===== config.mk =====
export PLATFORM = sky130hd
export DESIGN_NAME = spi_pixel_loader_flat
export DESIGN_NICKNAME = d
export VERILOG_FILES = /design/src/rtl/framebuffer_pkg.sv /design/src/rtl/spi_pixel_loader_if.sv /design/src/rtl/spi_byte_rx.sv /design/src/rtl/spi_pixel_loader.sv /design/src/flat_wrapper.sv
export SDC_FILE = /design/constraint.sdc
export NUM_CORES = 1
export LEC_CHECK = 0
export ABC_AREA = 1
export CAP_MARGIN = 20
export CORE_UTILIZATION = 63
export DETAILED_ROUTE_END_ITERATION = 10
export PLACE_DENSITY = 0.84
export SYNTH_ARGS = -nofsm -noshare
export SYNTH_HDL_FRONTEND = slang
export SYNTH_SLANG_ARGS = --single-unit

===== constraint.sdc =====
create_clock -name mainClk -period 2.9 [get_ports mainClk]
set_input_delay 0.435 -clock mainClk [delete_from_list [all_inputs] [get_ports mainClk]]
set_output_delay 0.435 -clock mainClk [all_outputs]
set_load 0.03 [all_outputs]

===== src/rtl/framebuffer_pkg.sv =====
// Shared constants and types for the framebuffer write path.
// Also holds the helper that picks one 2-bit pixel out of a received byte.
package framebuffer_pkg;
   localparam int FB_ADDR_W          = 19;
   localparam int FB_NUM_PIXELS      = 307200;
   localparam int SPRAM_MIN_LOAD_GAP = 8;

   typedef enum logic [1:0] {
      IDLE  = 2'd0,
      ISSUE = 2'd1,
      GAP   = 2'd2
   } loaderState_t;

   // Pixel 0 is the most significant pair because SPI delivers MSB first.
   function automatic logic [1:0] pixel_sel(input logic [7:0] b, input logic [1:0] idx);
      case (idx)
         2'd0:    return b[7:6];
         2'd1:    return b[5:4];
         2'd2:    return b[3:2];
         2'd3:    return b[1:0];
         default: return 2'd0;
      endcase
   endfunction
endpackage


===== src/rtl/spi_pixel_loader_if.sv =====
// SPI pins plus the controller-facing write strobe bus of the pixel loader.
interface spi_pixel_loader_if;
   import framebuffer_pkg::*;

   logic                 sck;
   logic                 sdi;
   logic                 csN;
   logic [FB_ADDR_W-1:0] addressWrite;
   logic [1:0]           writeData;
   logic                 load;
   logic                 frameDone;
   logic                 overflow;

   modport master (
      input  sck, sdi, csN,
      output addressWrite, writeData, load, frameDone, overflow
   );

   modport slave (
      output sck, sdi, csN,
      input  addressWrite, writeData, load, frameDone, overflow
   );
endinterface


===== src/rtl/spi_byte_rx.sv =====
// SPI mode-0 byte receiver: synchronises the pins into mainClk and assembles bytes.
// csFall is a registered pulse marking the start of a new frame.
module spi_byte_rx (
   input  logic       mainClk,
   input  logic       nreset,
   input  logic       sck,
   input  logic       sdi,
   input  logic       csN,
   output logic       byteValid,
   output logic [7:0] byteData,
   output logic       csFall
);
   logic [1:0] sck_sync_r;
   logic [1:0] sdi_sync_r;
   logic [1:0] cs_sync_r;
   logic       sck_d_r;
   logic       cs_d_r;
   logic [6:0] shift_r;
   logic [2:0] bit_cnt_r;
   logic [7:0] byte_r;
   logic       valid_r;
   logic       cs_fall_r;
   logic       sck_rise_s;
   logic       cs_rise_s;
   logic       cs_fall_s;

   assign sck_rise_s = sck_sync_r[1] & ~sck_d_r;
   assign cs_rise_s  = cs_sync_r[1] & ~cs_d_r;
   assign cs_fall_s  = ~cs_sync_r[1] & cs_d_r;

   // Synchronisers, edge history, shift register and bit counter; chip select idles high.
   always_ff @(posedge mainClk or negedge nreset) begin
      if (!nreset) begin
         sck_sync_r <= 2'b00;
         sdi_sync_r <= 2'b00;
         cs_sync_r  <= 2'b11;
         sck_d_r    <= 1'b0;
         cs_d_r     <= 1'b1;
         shift_r    <= 7'd0;
         bit_cnt_r  <= 3'd0;
         byte_r     <= 8'd0;
         valid_r    <= 1'b0;
         cs_fall_r  <= 1'b0;
      end else begin
         sck_sync_r <= {sck_sync_r[0], sck};
         sdi_sync_r <= {sdi_sync_r[0], sdi};
         cs_sync_r  <= {cs_sync_r[0], csN};
         sck_d_r    <= sck_sync_r[1];
         cs_d_r     <= cs_sync_r[1];
         cs_fall_r  <= cs_fall_s;
         valid_r    <= 1'b0;
         if (cs_rise_s) begin
            bit_cnt_r <= 3'd0;
         end else if (sck_rise_s && !cs_sync_r[1]) begin
            shift_r   <= {shift_r[5:0], sdi_sync_r[1]};
            bit_cnt_r <= bit_cnt_r + 3'd1;
            if (bit_cnt_r == 3'd7) begin
               byte_r  <= {shift_r, sdi_sync_r[1]};
               valid_r <= 1'b1;
            end
         end
      end
   end

   assign byteValid = valid_r;
   assign byteData  = byte_r;
   assign csFall    = cs_fall_r;
endmodule


===== src/rtl/spi_pixel_loader.sv =====
// Unpacks SPI bytes into 2-bit pixels and issues paced load strobes with a
// sequential, frame-wrapping address to the framebuffer SPRAM controller.
module spi_pixel_loader
   import framebuffer_pkg::*;
#(
   parameter int NUM_PIXELS = FB_NUM_PIXELS,
   parameter int LOAD_GAP   = SPRAM_MIN_LOAD_GAP,
   parameter int FIFO_DEPTH = 2
) (
   input logic                mainClk,
   input logic                nreset,
   spi_pixel_loader_if.master bus
);
   localparam int PTR_W = (FIFO_DEPTH > 1) ? $clog2(FIFO_DEPTH) : 1;
   localparam int CNT_W = $clog2(FIFO_DEPTH + 1);
   localparam int GAP_W = $clog2(LOAD_GAP);
   localparam logic [FB_ADDR_W-1:0] LAST_PIX = FB_ADDR_W'(NUM_PIXELS - 1);

   logic                 byte_valid_s;
   logic [7:0]           rx_byte_s;
   logic                 cs_fall_s;
   logic [7:0]           fifo_mem_r [FIFO_DEPTH];
   logic [PTR_W-1:0]     wr_ptr_r, rd_ptr_r;
   logic [CNT_W-1:0]     cnt_r;
   logic                 empty_s, full_s, push_s, pop_s;
   loaderState_t         state_r, state_nx;
   logic [GAP_W-1:0]     gap_r, gap_nx;
   logic [1:0]           idx_r, idx_nx;
   logic [7:0]           byte_r, byte_nx;
   logic                 issue_s, restart_s;
   logic                 restart_pending_r;
   logic [FB_ADDR_W-1:0] pix_cnt_r;
   logic [FB_ADDR_W-1:0] addr_r;
   logic [1:0]           data_r;
   logic                 load_r, frame_done_r, overflow_r;

   spi_byte_rx u_rx (
      .mainClk   (mainClk),
      .nreset    (nreset),
      .sck       (bus.sck),
      .sdi       (bus.sdi),
      .csN       (bus.csN),
      .byteValid (byte_valid_s),
      .byteData  (rx_byte_s),
      .csFall    (cs_fall_s)
   );

   assign empty_s = (cnt_r == CNT_W'(0));
   assign full_s  = (cnt_r == CNT_W'(FIFO_DEPTH));
   assign push_s  = byte_valid_s && (!full_s || pop_s);

   function automatic logic [PTR_W-1:0] ptr_inc(input logic [PTR_W-1:0] p);
      return (p == PTR_W'(FIFO_DEPTH - 1)) ? PTR_W'(0) : p + PTR_W'(1);
   endfunction

   // Unpacker next-state: restart is only honoured once the pipeline has fully drained.
   always_comb begin
      state_nx  = state_r;
      gap_nx    = gap_r;
      idx_nx    = idx_r;
      byte_nx   = byte_r;
      pop_s     = 1'b0;
      issue_s   = 1'b0;
      restart_s = 1'b0;
      case (state_r)
         IDLE: begin
            if (restart_pending_r && empty_s) begin
               restart_s = 1'b1;
            end else if (!empty_s) begin
               pop_s    = 1'b1;
               byte_nx  = fifo_mem_r[rd_ptr_r];
               idx_nx   = 2'd0;
               issue_s  = 1'b1;
               state_nx = ISSUE;
            end else begin
               state_nx = IDLE;
            end
         end
         ISSUE: begin
            gap_nx   = GAP_W'(LOAD_GAP - 2);
            state_nx = GAP;
         end
         GAP: begin
            if (gap_r == GAP_W'(0)) begin
               if (idx_r == 2'd3) begin
                  state_nx = IDLE;
               end else begin
                  idx_nx   = idx_r + 2'd1;
                  issue_s  = 1'b1;
                  state_nx = ISSUE;
               end
            end else begin
               gap_nx = gap_r - GAP_W'(1);
            end
         end
         default: state_nx = IDLE;
      endcase
   end

   // Byte FIFO storage, pointers and sticky overflow.
   always_ff @(posedge mainClk or negedge nreset) begin
      if (!nreset) begin
         for (int i = 0; i < FIFO_DEPTH; i++) fifo_mem_r[i] <= 8'd0;
         wr_ptr_r   <= PTR_W'(0);
         rd_ptr_r   <= PTR_W'(0);
         cnt_r      <= CNT_W'(0);
         overflow_r <= 1'b0;
      end else begin
         if (push_s) begin
            fifo_mem_r[wr_ptr_r] <= rx_byte_s;
            wr_ptr_r             <= ptr_inc(wr_ptr_r);
         end
         if (pop_s) rd_ptr_r <= ptr_inc(rd_ptr_r);
         case ({push_s, pop_s})
            2'b10:   cnt_r <= cnt_r + CNT_W'(1);
            2'b01:   cnt_r <= cnt_r - CNT_W'(1);
            default: cnt_r <= cnt_r;
         endcase
         if (byte_valid_s && !push_s) overflow_r <= 1'b1;
      end
   end

   // FSM state, pixel counter, restart flag and registered strobe outputs.
   always_ff @(posedge mainClk or negedge nreset) begin
      if (!nreset) begin
         state_r           <= IDLE;
         gap_r             <= GAP_W'(0);
         idx_r             <= 2'd0;
         byte_r            <= 8'd0;
         restart_pending_r <= 1'b0;
         pix_cnt_r         <= FB_ADDR_W'(0);
         addr_r            <= FB_ADDR_W'(0);
         data_r            <= 2'd0;
         load_r            <= 1'b0;
         frame_done_r      <= 1'b0;
      end else begin
         state_r      <= state_nx;
         gap_r        <= gap_nx;
         idx_r        <= idx_nx;
         byte_r       <= byte_nx;
         load_r       <= issue_s;
         frame_done_r <= issue_s && (pix_cnt_r == LAST_PIX);
         if (cs_fall_s) restart_pending_r <= 1'b1;
         else if (restart_s) restart_pending_r <= 1'b0;
         if (restart_s) begin
            pix_cnt_r <= FB_ADDR_W'(0);
         end else if (issue_s) begin
            pix_cnt_r <= (pix_cnt_r == LAST_PIX) ? FB_ADDR_W'(0) : pix_cnt_r + FB_ADDR_W'(1);
         end
         if (issue_s) begin
            addr_r <= pix_cnt_r;
            data_r <= pixel_sel(byte_nx, idx_nx);
         end
      end
   end

   assign bus.addressWrite = addr_r;
   assign bus.writeData    = data_r;
   assign bus.load         = load_r;
   assign bus.frameDone    = frame_done_r;
   assign bus.overflow     = overflow_r;
endmodule

===== src/flat_wrapper.sv =====
// flat-port wrapper written by rule: the top's interface ports become plain ports
module spi_pixel_loader_flat import framebuffer_pkg::*;
#(
   parameter int NUM_PIXELS = FB_NUM_PIXELS,
   parameter int LOAD_GAP   = SPRAM_MIN_LOAD_GAP,
   parameter int FIFO_DEPTH = 2
)
  (mainClk, nreset, bus_sck, bus_sdi, bus_csN, bus_addressWrite, bus_writeData, bus_load, bus_frameDone, bus_overflow);
  spi_pixel_loader_if bus_i ();
  input logic mainClk;
  input logic nreset;
  input wire logic [$bits(bus_i.sck)-1:0] bus_sck;
  input wire logic [$bits(bus_i.sdi)-1:0] bus_sdi;
  input wire logic [$bits(bus_i.csN)-1:0] bus_csN;
  output wire logic [$bits(bus_i.addressWrite)-1:0] bus_addressWrite;
  output wire logic [$bits(bus_i.writeData)-1:0] bus_writeData;
  output wire logic [$bits(bus_i.load)-1:0] bus_load;
  output wire logic [$bits(bus_i.frameDone)-1:0] bus_frameDone;
  output wire logic [$bits(bus_i.overflow)-1:0] bus_overflow;
  assign bus_i.sck = bus_sck;
  assign bus_i.sdi = bus_sdi;
  assign bus_i.csN = bus_csN;
  assign bus_addressWrite = bus_i.addressWrite;
  assign bus_writeData = bus_i.writeData;
  assign bus_load = bus_i.load;
  assign bus_frameDone = bus_i.frameDone;
  assign bus_overflow = bus_i.overflow;
  spi_pixel_loader #(.NUM_PIXELS(NUM_PIXELS), .LOAD_GAP(LOAD_GAP), .FIFO_DEPTH(FIFO_DEPTH)) u_core (.mainClk(mainClk), .nreset(nreset), .bus(bus_i));
endmodule

# Word level (Yosys, flattened, before mapping)
# Index checks and enable logic that the tools add are counted.
dict set report word_totals {
  output_inout_bits 24
  input_bits 5
  ff_bits 107
}
dict set report classes {
  eq_ne 14
  n_reduce_logical 23
  add_sub_neg 8
  order_cmp 3
  mux 43
  bitwise_logic 9
}
# op n
set op_table {}
lappend op_table {{$mux 19} 3}
lappend op_table {{$mux 8} 7}
lappend op_table {{$add 19x1->19 const B} 1}
lappend op_table {{$eq 19x19->1 const B} 1}
lappend op_table {{$bwmux 16} 1}
lappend op_table {{$mux 1} 16}
lappend op_table {{$eq 2x2->1 const B} 6}
lappend op_table {{$mux 2} 6}
lappend op_table {{$reduce_bool 2->1} 5}
lappend op_table {{$mux 3} 3}
lappend op_table {{$demux 8 s1} 1}
lappend op_table {{$pmux 2 s2} 2}
lappend op_table {{$pmux 2 s4} 1}
lappend op_table {{$eq 2x1->1 const B} 3}
lappend op_table {{$logic_and 1x1->1} 6}
lappend op_table {{$logic_not 2->1} 3}
lappend op_table {{$pmux 2 s3} 1}
lappend op_table {{$pmux 3 s2} 1}
lappend op_table {{$reduce_and 2->1} 3}
lappend op_table {{$add 2x1->2 const B} 2}
lappend op_table {{$ge 2x2->1 const B} 2}
lappend op_table {{$ne 2x2->1 const B} 2}
lappend op_table {{$not 1->1} 4}
lappend op_table {{$not 1->2} 2}
lappend op_table {{other kinds (13)} 18}

# Depth between registers and ports, before layout
dict set report logic_depth {
  depth_word 8
  ltp_mapped 13
}

# By module
# Synthesis repeated with hierarchy kept, for this count alone.
dict set report unflattened {
  hier_cells 545
  area_unflattened_um2 4916.0
}
# module instances cells_per_inst area_each_um2 seq_area_each_um2
set by_module_without_submodules {}
lappend by_module_without_submodules {spi_pixel_loader 1 447 3876.2 1976.9}
lappend by_module_without_submodules {spi_byte_rx 1 98 1039.7 704.4}

# Least setup slack after synthesis
# Ideal clock, no wire load.
dict set report synth_path {
  kind {reg-to-reg}
  start {reg u_core.state_r[0]}
  end {reg u_core.cnt_r[1]}
  slack_ns 1.194
  stages_incl_launch_ff 10
  t_arrival_ns 1.575
  period_less_slack_ns 1.706
  path_buffers 1
  cell_sequence {dfrtp_1 nor2_2 nand2_4 nand3_2 nand2_2 buf_6 ha_1 a21oi_1 o21ai_0 xor2_1}
}
dict set report synth_between {
  elab_chain_len 6
}
# element line
set synth_rtl {}
lappend synth_rtl {{start: declaration} spi_pixel_loader.sv:26} ;# loaderState_t state_r, state_nx;
lappend synth_rtl {{start signal: assignment} spi_pixel_loader.sv:137} ;# state_r <= state_nx;
lappend synth_rtl {{$logic_not 2->1 *} spi_pixel_loader.sv:65} ;# case (state_r)
lappend synth_rtl {{$mux 1 *} spi_pixel_loader.sv:65}
lappend synth_rtl {{$logic_or 1x1->1} spi_pixel_loader.sv:50} ;# assign push_s = byte_valid_s && (!full_s || pop_s);
lappend synth_rtl {{$logic_and 1x1->1} spi_pixel_loader.sv:50}
lappend synth_rtl {{$eq 2x1->1 or $eq 2x2->1 (tied branches)} spi_pixel_loader.sv:114} ;# case ({push_s, pop_s})
lappend synth_rtl {{$pmux 2 s2 or $reduce_bool 2->1 (tied branches)} -}
lappend synth_rtl {{end signal: assignment} spi_pixel_loader.sv:115} ;# 2'b10: cnt_r <= cnt_r + CNT_W'(1);
lappend synth_rtl {{end signal: assignment} spi_pixel_loader.sv:116} ;# 2'b01: cnt_r <= cnt_r - CNT_W'(1);
lappend synth_rtl {{end signal: assignment} spi_pixel_loader.sv:117} ;# default: cnt_r <= cnt_r;
lappend synth_rtl {{end: declaration} spi_pixel_loader.sv:24} ;# logic [CNT_W-1:0] cnt_r;
# Mark *: on every way between the ends. The rest lies on a longest branch, timed or not.
# A chain may end at the register's enable or synchronous reset.

# Final worst setup path
dict set report layout_path {
  start {reg u_core.gap_r[0]}
  end {reg u_core.pix_cnt_r[14]}
}
dict set report layout_between {
  elab_chain_len 4
}
# element line
set layout_rtl {}
lappend layout_rtl {{start: declaration} spi_pixel_loader.sv:27} ;# logic [GAP_W-1:0] gap_r, gap_nx;
lappend layout_rtl {{start signal: assignment} spi_pixel_loader.sv:138} ;# gap_r <= gap_nx;
lappend layout_rtl {{$logic_not 3->1} spi_pixel_loader.sv:84} ;# if (gap_r == GAP_W'(0)) begin
lappend layout_rtl {{$mux 1} spi_pixel_loader.sv:84}
lappend layout_rtl {{$pmux 1 s2} spi_pixel_loader.sv:65}
lappend layout_rtl {{$reduce_bool 2->1 (no source line)} -}
lappend layout_rtl {{end signal: assignment} spi_pixel_loader.sv:148} ;# pix_cnt_r <= (pix_cnt_r == LAST_PIX) ? FB_ADDR_W'(0) : pix_cnt_r + FB_ADDR_W'(1);
lappend layout_rtl {{end: declaration} spi_pixel_loader.sv:32} ;# logic [FB_ADDR_W-1:0] pix_cnt_r;
# Every way passes these cells.

==> flow_summary_export.csv <==
group,metric,value,unit
sta,slew_viol_final,0,
floorplan,die_h,89.06,um
clock_network,cts_sinks,107,
route,postRouteAntennaNets,0,
setup_path,cp_data_required_time,3150,ps
sta,max_slew.worst_pin.slew,586.0,ps
grt,antenna_found_initial,0,
clock_network,clockBufferDepth,2,
power_and_ir_drop,total_power,4.046,mW
run_status,status,"finished, final reports clean",
floorplan,core-area,0.007292,mm^2
setup_path,cp-end-kind,"flop",
sta,period_minus_slack,1984,ps
grt,grt_pass1_wl,15.85,mm
placement,numPortBuffers,28,
grt,grt_use_total,0.2645,
setup_path,crit_buf_inv,3,
logic_synthesis,syn-mean-instance-area,8.466,um^2
sta,holdWs,71.75,ps
setup_path,crit_family,"buffers and inverters",
route,drc,0,
clock_network,clock_latency,390,ps
logic_synthesis,netlist_area,0.004775,mm^2
placement,placed_cell_area,0.005121,mm^2
sta,max_freq,0.5041,GHz
floorplan,ios,29,
grt,grt_pass1_vias,3493,
sta,setup_tns,0,ps
route,wirelength,9.538,mm
power_and_ir_drop,p_int,2.411,mW
route,drtIter0Drc,298,
clock_network,post_cts_buffers,0,
clock_network,holdBufCountCts,0,
setup_path,reg2reg_from,"u_core.gap_r[0]$_DFFE_PN0P_",
sta,fin_crit_sh,0.6840,
sta,fin_worst_skew,19.52,ps
logic_synthesis,netlist_instances,564,
finish,finish.cell_count_without_fillers,694,
power_and_ir_drop,p_leak,2.561,nW
finish,diodes,0,
setup_path,crit_fanout,42,
finish,final_area,0.005314,mm^2
logic_synthesis,synth_top_area_cell,"dfrtp_1",
power_and_ir_drop,p_sw,1.635,mW
setup_path,rrSetupSlack,920,ps
grt,grt_util_met2,0.4154,
grt,use_met1,0.3746,
finish,drive_gt1_frac,0.06387,
setup_path,crit_arrival,2240,ps
floorplan,start_util,0.6548,
floorplan,die_w,89.06,um
finish,nNetsFinal,601,
logic_synthesis,yosys_warnings,0,
logic_synthesis,synth_top_area_frac,0.5451,
min_path,hp-class,"in -> async",
setup_path,slowest_stage,"dfrtp_1",
clock_network,clockRootBuffer,"clkbuf_8",
floorplan,rows,31,
placement,dp_hpwl,6.524,mm
setup_path,critPathKind,"reg -> reg",
sta,slew_headroom,0.6093,
route,routed_via_density,5.360,
route,dr_total_vias,3720,
logic_synthesis,synth_area_leaders,"dfrtp_1, nand2_1, o21ai_0",
grt,grt_max_degree,108,
job,max_cap_violations,0,
setup_path,reg2reg_depth,9,
placement,dp_cells,678,
grt,busiest_layer,"met2",
clock_network,numCtsBuffers,9,
grt,met3_usage,0.06279,
power_and_ir_drop,vdd_drop_max,438.1,uV
logic_synthesis,yosysSeqAreaShare,0.5616,
setup_path,start_kind,"flop",
power_and_ir_drop,power_frac_clock,0.221,
finish,syn_to_final_growth,11.29,%
sta,setup_viol,0,
power_and_ir_drop,pwr-share-comb,0.322,
placement,gp_congestion,0.9292,
power_and_ir_drop,p_seq_frac,0.457,
sta,hold_viol_final,0,
grt,grt-ovfl-total,0,
floorplan,dieArea,0.007931,mm^2
route,wl_per_cell,13.74,um
power_and_ir_drop,p_per_area,761.4,mW/mm^2
logic_synthesis,ys_types,30,
power_and_ir_drop,p_sw_frac,0.4040,
clock_network,post_cts_resized,0,
clock_network,cts_tree,"yes",
setup_path,cpPeakStageDelay,370,ps
route,drtPass1Iterations,5,
clock_network,clk_pin_slew,110,ps
clock_network,htreeDepth,3,
logic_synthesis,ys_seq_elements,107,
setup_path,r2r_end,"u_core.pix_cnt_r[14]$_DFFE_PN0P_",
logic_synthesis,syn-num-nets,575,
setup_path,crit_chain,"inv_1 -> ha_1 -> nand2_1 -> nand2_1 -> nand2_2 -> buf_4 -> inv_1 -> nand4_1 -> o21ai_0",
sta,grt_setup_unrepaired,"no",
==> placed cells by master (no fill, tap or decap), types with 2 or more instances in the layout <==
cell               n
inv_1             70
nor2_2             5
a21oi_1            9
inv_2              2
dfstp_2            3
ha_1               6
nand2_1          163
nand3_1           24
xor2_1             5
nand4_1           11
inv_8              2
nand3_2            2
nor2_1            44
nand2_2            5
a22o_1             2
o21ai_1            4
o21ai_0           71
dfrtp_1          104
xnor2_1            3
clkbuf_8           9
clkdlybuf4s50_1   27
inv_6              2
buf_4              2
nor3_1             9
==> synth_stat cells (all sizes together) <==
cell	n
dfstp	3
nand3	26
nand4	11
a22o	2
a21o	1
nor3	10
xor2	5
a22oi	1
ha	6
clkbuf	6
a21oi	9
xnor2	3
dfrtp	104
nor2	49
nand3b	1
o22ai	1
buf	9
o21bai	1
o21ai	75
inv	72
nand2	169
==> sequential cells by signal, summed over array words and instances, names as in the netlist, 2 cells and up <==
| register | count |
|---|---|
| u_core.bus.addressWrite | 19 |
| u_core.pix_cnt_r | 19 |
| u_core.fifo_mem_r | 16 |
| u_core.byte_r | 8 |
| u_core.u_rx.byteData | 8 |
| u_core.u_rx.shift_r | 7 |
| u_core.gap_r | 3 |
| u_core.u_rx.bit_cnt_r | 3 |
| u_core.bus.writeData | 2 |
| u_core.cnt_r | 2 |
| u_core.idx_r | 2 |
| u_core.state_r | 2 |
| u_core.u_rx.cs_sync_r | 2 |
| u_core.u_rx.sck_sync_r | 2 |
| u_core.u_rx.sdi_sync_r | 2 |
==> layer usage <==
layer	share of wire	vias up
met5	0	-
met4	0.014	0
met3	0.066	16
met2	0.45	137
met1	0.46	1726
li1	-	1841
==> power by group through the flow <==
stage,clock (mW),sequential [mW],combinational (mW)
6_report,0.895,1.85,1.30
5_1_grt,0.970,1.87,1.46
2_1_floorplan,0,1.88,0.964
3_5_place_dp,0,1.88,1.28
3_3_place_gp,0,1.86,1.23
4_1_cts,0.909,1.85,1.30
==> worst max-delay path by stage <==
stage                                              from                               end  slack (ps)  cells after the start
final                       u_core.gap_r[0]$_DFFE_PN0P_  u_core.pix_cnt_r[14]$_DFFE_PN0P_         920                      9
after global routing        u_core.cnt_r[1]$_DFFE_PN0P_   u_core.pix_cnt_r[0]$_DFFE_PN0P_         750                      9
after CTS                   u_core.gap_r[0]$_DFFE_PN0P_  u_core.pix_cnt_r[14]$_DFFE_PN0P_         920                      9
after detailed placement    u_core.gap_r[0]$_DFFE_PN0P_  u_core.pix_cnt_r[11]$_DFFE_PN0P_         930                      9
after global placement    u_core.state_r[0]$_DFFE_PN0P_       u_core.cnt_r[1]$_DFFE_PN0P_        1040                      8
after floorplan           u_core.state_r[0]$_DFFE_PN0P_       u_core.cnt_r[1]$_DFFE_PN0P_        1190                      9
==> final cells by class <==
cell class	count	area, um^2
clock buffer	9	123.9
clock inverter	7	68.82
fill	573	1978
inverter	72	270.3
multi-input combinational	370	1740
sequential	107	2681
tap	99	123.9
timing repair buffer	30	305.3
==> through the flow <==
step | worst slack (ps) | util
after floorplan | 1194 | -
after global placement | 1044 | 0.7023
after detailed placement | 933.4 | 0.7023
after CTS | 917.4 | 0.7287
after global routing | 745.3 | 0.7287
final | 916.4 | 0.7287
==> worst reg2reg max path: cells and delay by family (launching register included) <==
kind	cells	cell delay, ps
simple gates	4	460
flops	1	370
fa+ha+maj	1	220
compound gates	1	100
buf+inv	3	710
==> kinds of logic after synthesis <==
group,after synthesis,share of synthesized area
AND/OR/NAND/NOR,266,0.2364
flip-flops,107,0.5616
AO/OA/AOI/OAI,90,0.09775
buffers and inverters,87,0.07390
XOR/XNOR,8,0.01468
adder cells (fa/ha/maj),6,0.01572
Power figures use the tool's default switching activity.
